`src/rtl/alu_seq_pkg.sv`:
```
// rtl/alu_seq_pkg.sv - shared widths, flag indices, FSM state and record types for the ALU sequencer
package alu_seq_pkg;

  localparam int DATA_W = 32;
  localparam int OPC_W  = 4;
  localparam int TAG_W  = 4;

  localparam int FLAG_ZERO  = 3;
  localparam int FLAG_CARRY = 2;
  localparam int FLAG_NEG   = 1;
  localparam int FLAG_OVF   = 0;

  localparam int CMD_W = 2 * DATA_W + OPC_W + TAG_W;
  localparam int RES_W = DATA_W + 4 + TAG_W;

  typedef enum logic [0:0] {
    IDLE  = 1'b0,
    DRIVE = 1'b1
  } seq_state_e;

  typedef struct packed {
    logic [DATA_W-1:0] a;
    logic [DATA_W-1:0] b;
    logic [OPC_W-1:0]  aluc;
    logic [TAG_W-1:0]  tag;
  } cmd_t;

  typedef struct packed {
    logic [DATA_W-1:0] r;
    logic [3:0]        flags;
    logic [TAG_W-1:0]  tag;
  } res_t;

endpackage

```
`src/rtl/sync_fifo.sv`:
```
// rtl/sync_fifo.sv - single-clock FIFO with occupancy count; push on full is accepted only alongside a pop
module sync_fifo #(
  parameter int WIDTH = 8,
  parameter int DEPTH = 4
) (
  input  logic                     clk,
  input  logic                     rst,
  input  logic                     push,
  input  logic                     pop,
  input  logic [WIDTH-1:0]         din,
  output logic [WIDTH-1:0]         dout,
  output logic                     full,
  output logic                     empty,
  output logic [$clog2(DEPTH):0]   count
);

  localparam int AW = $clog2(DEPTH);

  logic [WIDTH-1:0] mem [DEPTH];
  logic [AW-1:0]    wr_ptr;
  logic [AW-1:0]    rd_ptr;
  logic             do_push;
  logic             do_pop;

  assign full    = (count == (AW+1)'(DEPTH));
  assign empty   = (count == '0);
  assign do_pop  = pop && !empty;
  assign do_push = push && (!full || do_pop);
  assign dout    = mem[rd_ptr];

  // Storage is cleared on reset so the stale head reads as zero afterwards
  always_ff @(posedge clk) begin
    if (rst) begin
      wr_ptr <= '0;
      rd_ptr <= '0;
      count  <= '0;
      for (int i = 0; i < DEPTH; i++) mem[i] <= '0;
    end else begin
      if (do_push) begin
        mem[wr_ptr] <= din;
        wr_ptr      <= wr_ptr + 1'b1;
      end
      if (do_pop) rd_ptr <= rd_ptr + 1'b1;
      case ({do_push, do_pop})
        2'b10:   count <= count + 1'b1;
        2'b01:   count <= count - 1'b1;
        default: count <= count;
      endcase
    end
  end

endmodule

```
`src/rtl/alu_op_sequencer.sv`:
```
// rtl/alu_op_sequencer.sv - buffers ALU commands, drives them onto the ALU for ALU_LAT cycles, queues tagged results
module alu_op_sequencer
  import alu_seq_pkg::*;
#(
  parameter int CMD_DEPTH = 4,
  parameter int RES_DEPTH = 4,
  parameter int ALU_LAT   = 1
) (
  input  logic        clk,
  input  logic        rst,
  input  logic        cmd_valid,
  output logic        cmd_ready,
  input  logic [31:0] cmd_a,
  input  logic [31:0] cmd_b,
  input  logic [3:0]  cmd_aluc,
  output logic [31:0] alu_a,
  output logic [31:0] alu_b,
  output logic [3:0]  alu_aluc,
  input  logic [31:0] alu_r,
  input  logic        alu_zero,
  input  logic        alu_carry,
  input  logic        alu_negative,
  input  logic        alu_overflow,
  output logic        res_valid,
  input  logic        res_ready,
  output logic [31:0] res_r,
  output logic [3:0]  res_flags,
  output logic [3:0]  res_tag,
  output logic        busy
);

  localparam int HW  = (ALU_LAT > 1) ? $clog2(ALU_LAT) : 1;
  localparam int CCW = $clog2(CMD_DEPTH) + 1;
  localparam int RCW = $clog2(RES_DEPTH) + 1;

  seq_state_e       state;
  logic [HW-1:0]    hold_cnt;
  logic [TAG_W-1:0] tag;
  logic [TAG_W-1:0] cur_tag;

  cmd_t             cmd_din;
  cmd_t             cmd_dout;
  res_t             res_din;
  res_t             res_dout;
  logic             cmd_full, cmd_empty, res_full, res_empty;
  logic [CCW-1:0]   cmd_count;
  logic [RCW-1:0]   res_count;
  logic             cmd_push, res_pop, capture, issue;
  logic [3:0]       alu_flags;

  assign cmd_ready = !cmd_full;
  assign cmd_push  = cmd_valid && cmd_ready;
  assign res_valid = !res_empty;
  assign res_pop   = res_valid && res_ready;
  assign capture   = (state == DRIVE) && (hold_cnt == HW'(ALU_LAT - 1));
  assign busy      = (cmd_count != '0) || !res_empty || (state == DRIVE);

  // Back-to-back issue must leave room for the result captured on the same edge
  always_comb begin
    issue = 1'b0;
    if (state == IDLE)
      issue = !cmd_empty && !res_full;
    else if (capture)
      issue = !cmd_empty && (res_count < RCW'(RES_DEPTH - 1));
  end

  always_comb begin
    alu_flags             = '0;
    alu_flags[FLAG_ZERO]  = alu_zero;
    alu_flags[FLAG_CARRY] = alu_carry;
    alu_flags[FLAG_NEG]   = alu_negative;
    alu_flags[FLAG_OVF]   = alu_overflow;
  end

  assign cmd_din   = '{a: cmd_a, b: cmd_b, aluc: cmd_aluc, tag: tag};
  assign res_din   = '{r: alu_r, flags: alu_flags, tag: cur_tag};
  assign res_r     = res_dout.r;
  assign res_flags = res_dout.flags;
  assign res_tag   = res_dout.tag;

  sync_fifo #(.WIDTH(CMD_W), .DEPTH(CMD_DEPTH)) u_cmd_fifo (
    .clk   (clk),
    .rst   (rst),
    .push  (cmd_push),
    .pop   (issue),
    .din   (cmd_din),
    .dout  (cmd_dout),
    .full  (cmd_full),
    .empty (cmd_empty),
    .count (cmd_count)
  );

  sync_fifo #(.WIDTH(RES_W), .DEPTH(RES_DEPTH)) u_res_fifo (
    .clk   (clk),
    .rst   (rst),
    .push  (capture),
    .pop   (res_pop),
    .din   (res_din),
    .dout  (res_dout),
    .full  (res_full),
    .empty (res_empty),
    .count (res_count)
  );

  always_ff @(posedge clk) begin
    if (rst) begin
      state    <= IDLE;
      hold_cnt <= '0;
      tag      <= '0;
      cur_tag  <= '0;
      alu_a    <= '0;
      alu_b    <= '0;
      alu_aluc <= '0;
    end else begin
      if (cmd_push) tag <= tag + 1'b1;
      if (issue) begin
        alu_a    <= cmd_dout.a;
        alu_b    <= cmd_dout.b;
        alu_aluc <= cmd_dout.aluc;
        cur_tag  <= cmd_dout.tag;
        hold_cnt <= '0;
        state    <= DRIVE;
      end else if (capture) begin
        state    <= IDLE;
      end else if (state == DRIVE) begin
        hold_cnt <= hold_cnt + 1'b1;
      end
    end
  end

endmodule

```
`config.mk`:
```
export PLATFORM = sky130hd
export DESIGN_NAME = alu_op_sequencer
export DESIGN_NICKNAME = d
export VERILOG_FILES = /design/src/rtl/alu_seq_pkg.sv /design/src/rtl/sync_fifo.sv /design/src/rtl/alu_op_sequencer.sv
export SDC_FILE = /design/constraint.sdc
export NUM_CORES = 1
export LEC_CHECK = 0
export ABC_CLOCK_PERIOD_IN_PS = 7250
export CAP_MARGIN = 20
export CORE_ASPECT_RATIO = 1.75
export CORE_MARGIN = 2
export CORE_UTILIZATION = 46
export DETAILED_ROUTE_END_ITERATION = 6
export PLACE_DENSITY = 0.77
export SKIP_LAST_GASP = 1
export SLEW_MARGIN = 5
export SYNTH_ARGS = -nofsm -noshare
export SYNTH_HDL_FRONTEND = slang
export SYNTH_HIERARCHICAL = 1
export SYNTH_SLANG_ARGS = --single-unit
```
`constraint.sdc`:
```
create_clock -name clk -period 7.25 [get_ports clk]
set_input_delay 1.0875 -clock clk [delete_from_list [all_inputs] [get_ports clk]]
set_output_delay 1.0875 -clock clk [all_outputs]
set_load 0.02 [all_outputs]
```
# ---- Word level (Yosys, flattened, before mapping)
# Memory sizes are Yosys's and may differ from the RTL's. A register that Yosys moved wholly into a read port is not among the register bits.
# Cells that the tools add are included.
dict set report classes {
  addsub 10
  mul 0
  n_div 0
  order_cmp 1
  eq_ne 6
  shifts 0
  n_mux 22
  bitwise_logic 2
  reduce_logical 27
}
# cell n
set ops {}
lappend ops {{2-to-1 mux 72 bit} 1}
lappend ops {{OR reduction 72 bit} 1}
lappend ops {{2-to-1 mux 40 bit} 1}
lappend ops {{OR reduction 40 bit} 1}
lappend ops {{2-to-1 mux 1 bit} 14}
lappend ops {{one-hot mux 3 bit (2 select lines)} 2}
lappend ops {{logical AND 1 bit} 9}
lappend ops {{adder 2 x 1 -> 2 bit, second input constant} 4}
lappend ops {{2-to-1 mux 2 bit} 4}
lappend ops {{adder 3 x 1 -> 3 bit, second input constant} 2}
lappend ops {{equality test 3 bit, second input constant} 2}
lappend ops {{logical NOT 3 bit} 2}
lappend ops {{nonzero test 2 bit} 3}
lappend ops {{subtractor 3 x 1 -> 3 bit, second input constant} 2}
lappend ops {{adder 4 x 1 -> 4 bit, second input constant} 1}
lappend ops {{equality test 2 x 1 -> 1 bit, second input constant} 2}
lappend ops {{equality test 2 bit, second input constant} 2}
lappend ops {{logical NOT 1 bit} 4}
lappend ops {{logical OR 1 bit} 4}
lappend ops {{< comparator 3 x 2 -> 1 bit, second input constant} 1}
lappend ops {{nonzero test 3 bit} 1}
lappend ops {{NOT 1 bit} 2}
lappend ops {{AND reduction 2 bit} 1}
lappend ops {{OR reduction 2 bit} 1}
lappend ops {{adder 1 bit, second input constant} 1}
dict set report totals {
  reg_bits 20
  latchBits 0
  ramBits 448
  rom_bits 0
  out_inout_bits 111
  word_cells 79
  memories 2
}
# name depth width rd rd_clocked_by_memory_dff wr line
set mem_list {}
lappend mem_list {u_cmd_fifo.mem 4 72 1 1 4 sync_fifo.sv:19} ;# logic [WIDTH-1:0] mem [DEPTH];
lappend mem_list {u_res_fifo.mem 4 40 1 1 4 sync_fifo.sv:19}

# ---- Depth between registers and ports, before layout
dict set report logic_depth {
  word_depth 13
  depth_mapped 15
  depth_no_buf 13
}

# ---- Hierarchy
# Netlist, hierarchy kept.
# module instances cells_each area_each_um2 seq_area_each_um2
set modules_own_cells {}
lappend modules_own_cells {{sync_fifo at u_cmd_fifo} 1 747 12881.1 8828.5}
lappend modules_own_cells {{sync_fifo at u_res_fifo} 1 440 7304.5 4984.8}
lappend modules_own_cells {alu_op_sequencer 1 347 3539.6 1561.5}

# ---- Worst setup path after synthesis
# Ideal clock, no wire load.
dict set report synth_path {
  path_type {register -> register}
  from {register u_res_fifo.count[0]}
  to {memory u_cmd_fifo/mem[2][0] (netlist name), enable pin}
  setup_ps 517
  arrival_ps 5009
  slack_ps 1724
  path_stages_with_launch 11
  n_path_buf 2
  path_cell_list {dfxtp_1 > inv_1 > and3_1 > nor3_2 > a31oi_4 > buf_6 > buf_8 > inv_2 > nor4b_4 > nand2b_1 > o21bai_1}
}
# item line
set synth_rtl {}
lappend synth_rtl {{start: declaration} sync_fifo.sv:14} ;# output logic [$clog2(DEPTH):0] count
lappend synth_rtl {{start signal: assignment} sync_fifo.sv:45} ;# 2'b10: count <= count + 1'b1;
lappend synth_rtl {{start signal: assignment} sync_fifo.sv:46} ;# 2'b01: count <= count - 1'b1;
lappend synth_rtl {{start signal: assignment} sync_fifo.sv:47} ;# default: count <= count;
lappend synth_rtl {{end: declaration} sync_fifo.sv:19}

==> summary.log <==
INFO  sta            relSlewSlack=0.261
INFO  synth          synth_xor_xnor_area_share=0.00295
INFO  synth          mappedNetlistArea=0.0237mm²
INFO  route          top_layer=met5
INFO  route          met2RoutedLength=27,700µm
INFO  floorplan      die_span_y=304µm
INFO  placed_design  finalWeightedCongestion=0.778
INFO  route          first_iter_violations=765
INFO  placed_design  place.port_buffers=218
INFO  route          route.final.wire_length=50,100µm
INFO  route          route.detailed.drc=0
INFO  pwr            swShare=0.284
INFO  route          routed-via-count=12.9k
INFO  floorplan      floorplan.initialDensity=0.463
INFO  floorplan      row_count=110
INFO  clock_tree     numCtsBuffers=49
INFO  synth          yosys.area_share.simple=0.175
INFO  sta            setup_clock_skew_after_layout=0.0319ns
INFO  cells_and_area final_layout_size_suffix_gt1_frac=0.135
INFO  pwr            pwr-share-seq=0.461
INFO  clock_tree     clkSinkCount=544
INFO  sta            timing.final.crit_period=4.14ns
INFO  clock_tree     ctsHtreeMaxLevel=2
INFO  cells_and_area areaGrowthSynthToFinish=18.7%
INFO  clock_tree     cts.root.buffer_cell=clkbuf_16
INFO  sta            setup_viol=0
INFO  synth          syn-num-nets=1,647
INFO  synth          synth-compound-area-share=0.00701
INFO  worst_setup_path setup.worst_path.end_class=flop
INFO  sta            timing.final.hold_violations=0
INFO  synth          post_synth_fa_ha_maj_area_fraction=0.00327
INFO  sta            timing.setup.tns=0ns
INFO  synth          synthDistinctLibCells=42
INFO  worst_setup_path critPathSlowestCell=or2_4
INFO  synth          synth_enable_flop_cells=448
INFO  pwr            p_switching=0.00253W
INFO  cells_and_area layout.cells.most_common_list=448 x and2_1, 448 x edfxtp_1, 217 x clkdlybuf4s50_1
INFO  worst_setup_path cp.buffers_inverters=5
INFO  global_route   globalRouteTotalUtil=0.188
INFO  pwr            static-leakage-power=10.2nW
INFO  sta            grt_setup_unrepaired=no
INFO  floorplan      ioPinCount=219
INFO  floorplan      core=0.0512mm²
INFO  cells_and_area num-nets-final=1,847
INFO  sta            timing.final.crit_share=0.571
INFO  sta            tightest_slew=1.11ns
INFO  synth          synth_top_family_by_area=simple AND/OR/NAND/NOR gates
INFO  global_route   grt_pass1_wl=77,800µm
INFO  route          detail_route.wirelength.met1=18,800µm
INFO  worst_setup_path worst-endpoint-arrival=4.35ns
INFO  synth          postSynth.topFlopCell=edfxtp_1
INFO  clock_tree     post_cts_resize_count=0
INFO  synth          synthCells=1,534
INFO  route          drt_first_pass_iters=5
INFO  global_route   antenna_violations_before_repair=5
INFO  worst_hold_path holdCritPathClass=reg -> reg
INFO  pwr            clockPowerShare=0.284
INFO  sta            fmax=0.241GHz
INFO  sta            slew_viol_final=0
INFO  pwr            peakVddDrop=225µV
INFO  global_route   grt_start_max_net_pins=108
INFO  global_route   final_global_route_overflow_total=0
INFO  sta            whs=0.472ns
INFO  clock_tree     hold_buffers=0
INFO  synth          synthMuxAreaShare=0.138
INFO  clock_tree     tritoncts=yes
INFO  pwr            power_density=316mW/mm²
INFO  worst_setup_path cp_top_family=buffers and inverters
INFO  route          route.detailed.wl_per_inst=20.5µm
INFO  placed_design  post-dp-hpwl=30,400µm
INFO  worst_setup_path worst_path_most_repeated_cell=buf_4
INFO  worst_setup_path timing.critical_path.fanout_max=73
INFO  route          route.met3.wl=2160µm
INFO  flow_run       max-cap-violations=0
INFO  worst_setup_path path_cells=inv_1 -> and3_1 -> nor3_2 -> a31oi_4 -> buf_4 -> inv_2 -> nor4b_4 -> nor4b_4 -> buf_4 -> or2_4 -> buf_4
INFO  route          viasPerCell=5.25
INFO  synth          ys_async_sr_fraction=0
INFO  clock_tree     post-cts-setup-buffers=0
INFO  floorplan      fp.dieArea=0.0535mm²
INFO  worst_setup_path crit_type=reg -> reg
INFO  clock_tree     cts.reportedPaths.clkPinSlew=0.06ns
INFO  worst_setup_path worst-endpoint-required=7.46ns
INFO  clock_tree     clock_tree.buffer_depth=3
INFO  run_status     result_of_the_run=finished clean
INFO  worst_setup_path crit_path_start_kind=flop
INFO  pwr            share_comb_of_total_power=0.254
INFO  pwr            report.power.total=0.00890W
INFO  synth          synth.ff_latch_count=544
INFO  synth          ys.warnings.count=6
INFO  route          ant_nets=0
INFO  pwr            p_int=0.00637W
INFO  floorplan      die-width=176µm
INFO  synth          syn_area_per_cell=15.5µm²
INFO  global_route   vias_in_the_first_global_route=14.0k
INFO  synth          seq_area_frac_synth=0.648
INFO  clock_tree     later_pin_clock_latency_in_the_skew_report=0.58ns
INFO  worst_setup_path cpPeakStageDelay=0.68ns
[per-stage QoR]
step                       util  instances  setup WS [ns]  cell area [µm²]
after global placement    0.516       2349           2.71            26400
after global routing      0.550       2451           2.81            28200
after detailed placement  0.518       2352           2.67            26500
after CTS                 0.548       2444           3.01            28100
after floorplan               -       1534           1.72            23700
final                     0.550       2451           3.11            28200
[registers in the layout, indices dropped and copies added (netlist names), 3 cells and up, named ones only]
| signal | count |
|---|---|
| u_res_fifo/count | 3 |
| alu_aluc | 4 |
| alu_b | 32 |
| u_cmd_fifo/count | 3 |
| tag | 4 |
| u_res_fifo/mem | 160 |
| u_cmd_fifo/mem | 288 |
| cur_tag | 4 |
| alu_a | 32 |
[synth_stat cells (all sizes together), types with 6 or more instances]
| library cell | number | share of area |
|---|---|---|
| mux2i | 72 | 0.030 |
| nor2 | 18 | 0.0028 |
| o21bai | 6 | 0.0019 |
| and2 | 448 | 0.12 |
| clkbuf | 61 | 0.0097 |
| nand2 | 8 | 0.0013 |
| mux4 | 112 | 0.11 |
| a21oi | 9 | 0.0019 |
| inv | 14 | 0.0022 |
| buf | 34 | 0.014 |
| xor2 | 7 | 0.0026 |
| nand2b | 153 | 0.040 |
| dfxtp | 96 | 0.081 |
| edfxtp | 448 | 0.57 |
[cells by family after synthesis]
logic type                 count (synthesis)
and+or+nand+nor                          657
DFF                                      544
muxes                                    186
buffers and inverters                    109
AOI/OAI and AO/OA                         25
xor gates and xnor gates                   8
adders and majority gates                  5
[area by class of cell]
cell class                 count  area [µm²]
timing repair buffer         244        2460
inverter                      14        52.6
tap                          672         841
antenna                        4        10.0
clock inverter                28         239
clock buffer                  64        1330
multi-input combinational    881        7840
sequential                   544       15400
fill                        4069       23000
[worst paths after layout]
check	slack [ns]	cells after the start	to	from
worst max-delay path	3.11	11	u_cmd_fifo/mem[0][25]	u_res_fifo/count[0]
worst min-delay path	0.47	2	alu_b[0]	alu_b[0]
worst max register to register	3.11	11	u_cmd_fifo/mem[0][25]	u_res_fifo/count[0]
worst min register to register	0.47	2	alu_b[0]	alu_b[0]
[layer usage]
metal | global-route usage | vias up
li1 | - | 5907
met4 | 0.0648 | 2
met5 | 0 | -
met3 | 0.0237 | 77
met2 | 0.360 | 334
met1 | 0.213 | 6543
[power groups by stage]
stage	registers, W	logic, W	clock network [W]
after floorplan	0.00425	0.00146	0
after CTS	0.00412	0.00230	0.00259
after global placement	0.00415	0.00224	0
after detailed placement	0.00418	0.00229	0
after global routing	0.00416	0.00243	0.00270
final	0.00410	0.00226	0.00253
[worst reg2reg max path, stage by stage, from the launching register on]
cell and delay (ns):
dfxtp_1 0.47, inv_1 0.15, and3_1 0.21, nor3_2 0.25
a31oi_4 0.04, buf_4 0.29, inv_2 0.16, nor4b_4 0.09
nor4b_4 0.22, buf_4 0.67, or2_4 0.70, buf_4 0.55
No activity file was read; power rests on OpenSTA's default activity.
==> edit 1: new RTL, same flow settings <==
Set the parameter `RES_DEPTH` to 8 (it was 4).
--- a/src/rtl/alu_op_sequencer.sv
+++ b/src/rtl/alu_op_sequencer.sv
@@ -5,3 +5,3 @@
   parameter int CMD_DEPTH = 4,
-  parameter int RES_DEPTH = 4,
+  parameter int RES_DEPTH = 8,
   parameter int ALU_LAT   = 1
Formal check against the unedited RTL: same outputs for any inputs over 4 cycles, from zero or initial values and one cycle with rst high; that may be too few to reach the edited logic, so the function may still have changed.
==> edit 1 against the original RTL <==
Design area increased by 28%. Sequential cell count rose by 164. Sequential power rose by 29%. Wire length is 43% higher. Total power rose by 28%. Critical endpoint is now res_r[11]. Highest routed layer unchanged. Final cell count increased by 31%. Area after synthesis grew 30%. Worst setup slack got worse by 0.31 ns. Die area increased by 30%.
==> edit 1: results (changes against the original RTL) <==
- Cell variety after synth: 59 (+40%)
- Syn_nets: 2216 (+35%)
- Syn Area/Cell: 14.7 µm² (-4.9%)
- Final nets: 2383 (+29%)
- Postcts setup bufs: 0 (unchanged)
- Post-synth EDFFs: 608 (+36%)
- Iter 0 DRT Violations: 1068 (+40%)
- Routability cong.: 0.745 (-4.2%)
- Slew Limit Headroom: 28.6% (+2.5 points)
- Worst stage delay on the critical path: 0.71 ns (+0.03 ns)
- CP max stage cell: dfxtp_4
- CTS HTree Levels: 2 (unchanged)
- First-pass iteration count of the detailed router: 5 (unchanged)
- Worst skew pair latency: 0.64 ns (+0.06 ns)
- Non-Filler Instances: 3210 (+31%)
- Ys Warns: 6 (unchanged)
- DP Wirelength: 41.0 mm (+35%)
- Leakage: 0.0125 µW (+23%)
- Largest registers: u_res_fifo/mem (320), u_cmd_fifo/mem (288)
- Register area share after synthesis: 65.5% (+0.73 points)
- Largest net degree at the start of global routing: 81 (-25%)
- PortBufs: 218 (unchanged)
- Crit path max fanout: 28 (-62%)
- Total CTS buffers: 61 (+24%)
- Hold crit path type: flop to flop
- Status: finished, final reports clean
- GRT Util Overall: 21.0% (+2.2 points)
- Async set-or-reset flop fraction in the synthesized netlist: 0% (unchanged)
- Delay-heaviest family, CP: buffers and inverters
- Clk root buf: clkbuf_16
- Synth cell count leaders: edfxtp_1 (608), nor2_1 (346), and2_1 (292), mux4_2 (152), nand2b_1 (148)
- Number of global-route vias before repair: 19.3k (+38%)
- First-pass GRT wire length: 110 mm (+41%)
- Peak VDD IR: 314 µV (+39%)
- Main area contributors after synthesis: edfxtp_1 (59%), mux4_2 (11%), dfxtp_1 (6.5%), and2_1 (5.9%), nor2_1 (4.2%)
- Placed insts: 3093 (+32%)
- Clock skew: 0.0267 ns (-0.00522 ns)
- Routed WL: 71.5 mm (+43%)
- Leading register cell type out of synthesis: edfxtp_1
- CP arrival: 3.36 ns (-0.99 ns)
- Vias: 17.5k (+36%)
- Share of cells above drive strength 1: 15.3% (+1.8 points)
[edit 1: cells by family after synthesis]
kind of cell / Yosys count / share of synthesized area (%)
buffers and inverters: 155 / 2.66
xor gates and xnor gates: 15 / 0.425
DFF: 708 / 65.5
AOI/OAI and AO/OA: 37 / 0.951
adders and majority gates: 7 / 0.332
and+or+nand+nor: 912 / 15.1
muxes: 267 / 15.0
[edit 1: power by group]
part           switching [µW]  total, µW  internal (µW)  leakage [µW]
clock                    1490       3430           1940       0.00102
combinational            1530       2700           1170       0.00438
sequential                282       5300           5010       0.00713
total                    3300      11400           8130        0.0125
[edit 1: cell type report]
cell class                 count  area (µm²)
antenna                        1        2.50
clock buffer                  73        1600
clock inverter                42         505
fill                        5245       30500
inverter                      12        45.0
multi-input combinational   1238        9930
sequential                   708       20300
tap                          889        1110
timing repair buffer         247        2450
[edit 1: worst paths after layout]
check / start / endpoint / slack [ns] / depth (start not counted)
worst max register to register: u_res_fifo/count[1] / u_cmd_fifo/mem[2][38] / 3.27 / 10
worst min register to register: hold_cnt / state / 0.45 / 2
worst min-delay path: hold_cnt / state / 0.45 / 2
worst max-delay path: flop / res_r[11] / 2.80 / 4
[edit 1: metrics by stage]
stage                     hold WS, ns  utilization, %  setup WS (ns)  total power [µW]  area (µm²)
after CTS                       0.452            54.0           2.69             11500       35900
after global placement          0.449            50.8           2.96              8020       33700
after detailed placement        0.451            50.8           3.00              8110       33800
after floorplan                 0.440               -           1.75              7150       30900
after global routing            0.497            54.0           2.58             11900       35900
final                           0.453            54.0           2.80             11400       35900
[edit 1: per-layer routing]
metal	wire, µm	share of wire, %	track usage (%)
met5	54	0.076	0
met4	1840	2.6	6.61
met3	5310	7.4	4.52
met2	38900	54	39.2
met1	25500	36	23.5
==> edit 2: new RTL, same settings <==
Made on the original files. Put a register stage on the output `res_flags`, cleared by the reset. The value now appears one clock later. The other outputs are not delayed to match.
--- a/src/rtl/alu_op_sequencer.sv
+++ b/src/rtl/alu_op_sequencer.sv
@@ -77,3 +77,9 @@
   assign res_r     = res_dout.r;
-  assign res_flags = res_dout.flags;
+  always_ff @(posedge clk) begin
+    if (rst) begin
+      res_flags <= '0;
+    end else begin
+      res_flags <= res_dout.flags;
+    end
+  end
   assign res_tag   = res_dout.tag;
Formal check against the unedited RTL: not equivalent (Yosys sat finds a counterexample within 4 cycles, from zero or initial values and one cycle with rst high).
==> edit 2 against the original RTL <==
Worst setup slack improved by 0.050 ns. Total power increased by 1.5%. Largest power group unchanged. Sequential share of layout area increased by 0.070 points. Sequential power increased by 1%. Design area increased by 0.39%. Sequential cell count increased by 4. Area after synthesis increased by 0.59%. Wire length increased by 1.1%.
==> edit 2: results (changes against the original RTL) <==
- Syn_nets: 1656 (+0.55%)
- Routability cong.: 0.742 (-4.7%)
- Final nets: 1856 (+0.49%)
- Largest net degree at the start of global routing: 91 (-16%)
- Leakage: 0.0102 µW (+0.48%)
- Fill count: 3984 (-2.1%)
- DP Wirelength: 29.9 mm (-1.7%)
- Routed met2 length: 27.7 mm (-0.10%)
- First-pass iteration count of the detailed router: 4 (-1)
- Peak VDD IR: 272 µV (+21%)
- First-pass GRT wire length: 78.3 mm (+0.67%)
- Worst r2r dst: u_cmd_fifo/mem[0][6]
- Status: finished, final reports clean
- Share of cells above drive strength 1: 13.7% (+0.23 points)
- Initial antenna violation count: 3 (-2)
- CP max stage cell: buf_4
- Worst-Margin Slew: 1.03 ns (-0.0763 ns)
- Register area share after synthesis: 64.8% (about the same)
- Routed WL: 50.7 mm (+1.1%)
- Hold wc startpoint: alu_a[18]
- Clock skew: 0.0109 ns (-0.0210 ns)
- Syn Area/Cell: 15.5 µm² (about the same)
- Reg2Reg Setup Slack: 3.16 ns (+0.05 ns)
- Synth cell count leaders: and2_1 (448), edfxtp_1 (448), nand2b_1 (153), mux4_2 (112), dfxtp_1 (100)
- Non-Filler Instances: 2455 (+0.16%)
- Number of global-route vias before repair: 14.0k (+0.16%)
- Hold Path End: alu_a[18]
- Placed insts: 2362 (+0.43%)
- Met3 wire length: 2.33 mm (+8.0%)
- Iter 0 DRT Violations: 768 (+0.39%)
[edit 2: final cells by class]
class / count / share of cell area (%)
Antenna cell: 1 / 0.00885
Clock buffer: 60 / 4.71
Clock inverter: 30 / 1.07
Inverter: 14 / 0.186
Multi-Input combinational cell: 885 / 27.8
Sequential cell: 548 / 54.7
Tap cell: 672 / 2.97
Timing Repair Buffer: 245 / 8.54
[edit 2: through the flow]
step	area (µm²)	total power, µW	hold slack (ns)	utilization (%)	worst slack (ns)
5_1_grt	28300	9410	0.496	55.1	2.86
4_1_cts	28200	9150	0.479	55.0	3.03
2_1_floorplan	23900	5780	0.440	-	1.72
3_3_place_gp	26600	6420	0.463	51.8	2.64
3_5_place_dp	26600	6500	0.467	51.8	2.65
6_report	28300	9030	0.474	55.1	3.16
[edit 2: worst min-delay path: cells and delay by family, from the launching register on]
kind / cells / cell delay [ns]
mux: 1 / 0.06
simple gates: 1 / 0.06
flops: 1 / 0.31
[edit 2: metal layers]
metal	vias up	GRT usage, %
li1	5925	-
met1	6589	21.7
met5	-	0
met4	4	6.21
met2	340	35.8
met3	77	2.87
[edit 2: cell families (layout without fill, tap and decap cells)]
| logic type | after synthesis | after routing | synth area share, % |
|---|---|---|---|
| and+or+nand+nor | 661 | 661 | 17.5 |
| other | 0 | 1 | 0 |
| adders and majority gates | 5 | 5 | 0.325 |
| buffers and inverters | 110 | 349 | 2.69 |
| muxes | 186 | 186 | 13.7 |
| DFF | 548 | 548 | 64.8 |
| AOI/OAI and AO/OA | 25 | 25 | 0.697 |
| xor gates and xnor gates | 8 | 8 | 0.294 |
[edit 2: report_power, final]
group | total [µW] | leakage (µW) | switching (µW) | internal (µW)
Clock | 2640 | 0.000801 | 1150 | 1490
Sequential | 4160 | 0.00547 | 249 | 3910
Combinational | 2230 | 0.00396 | 1170 | 1070
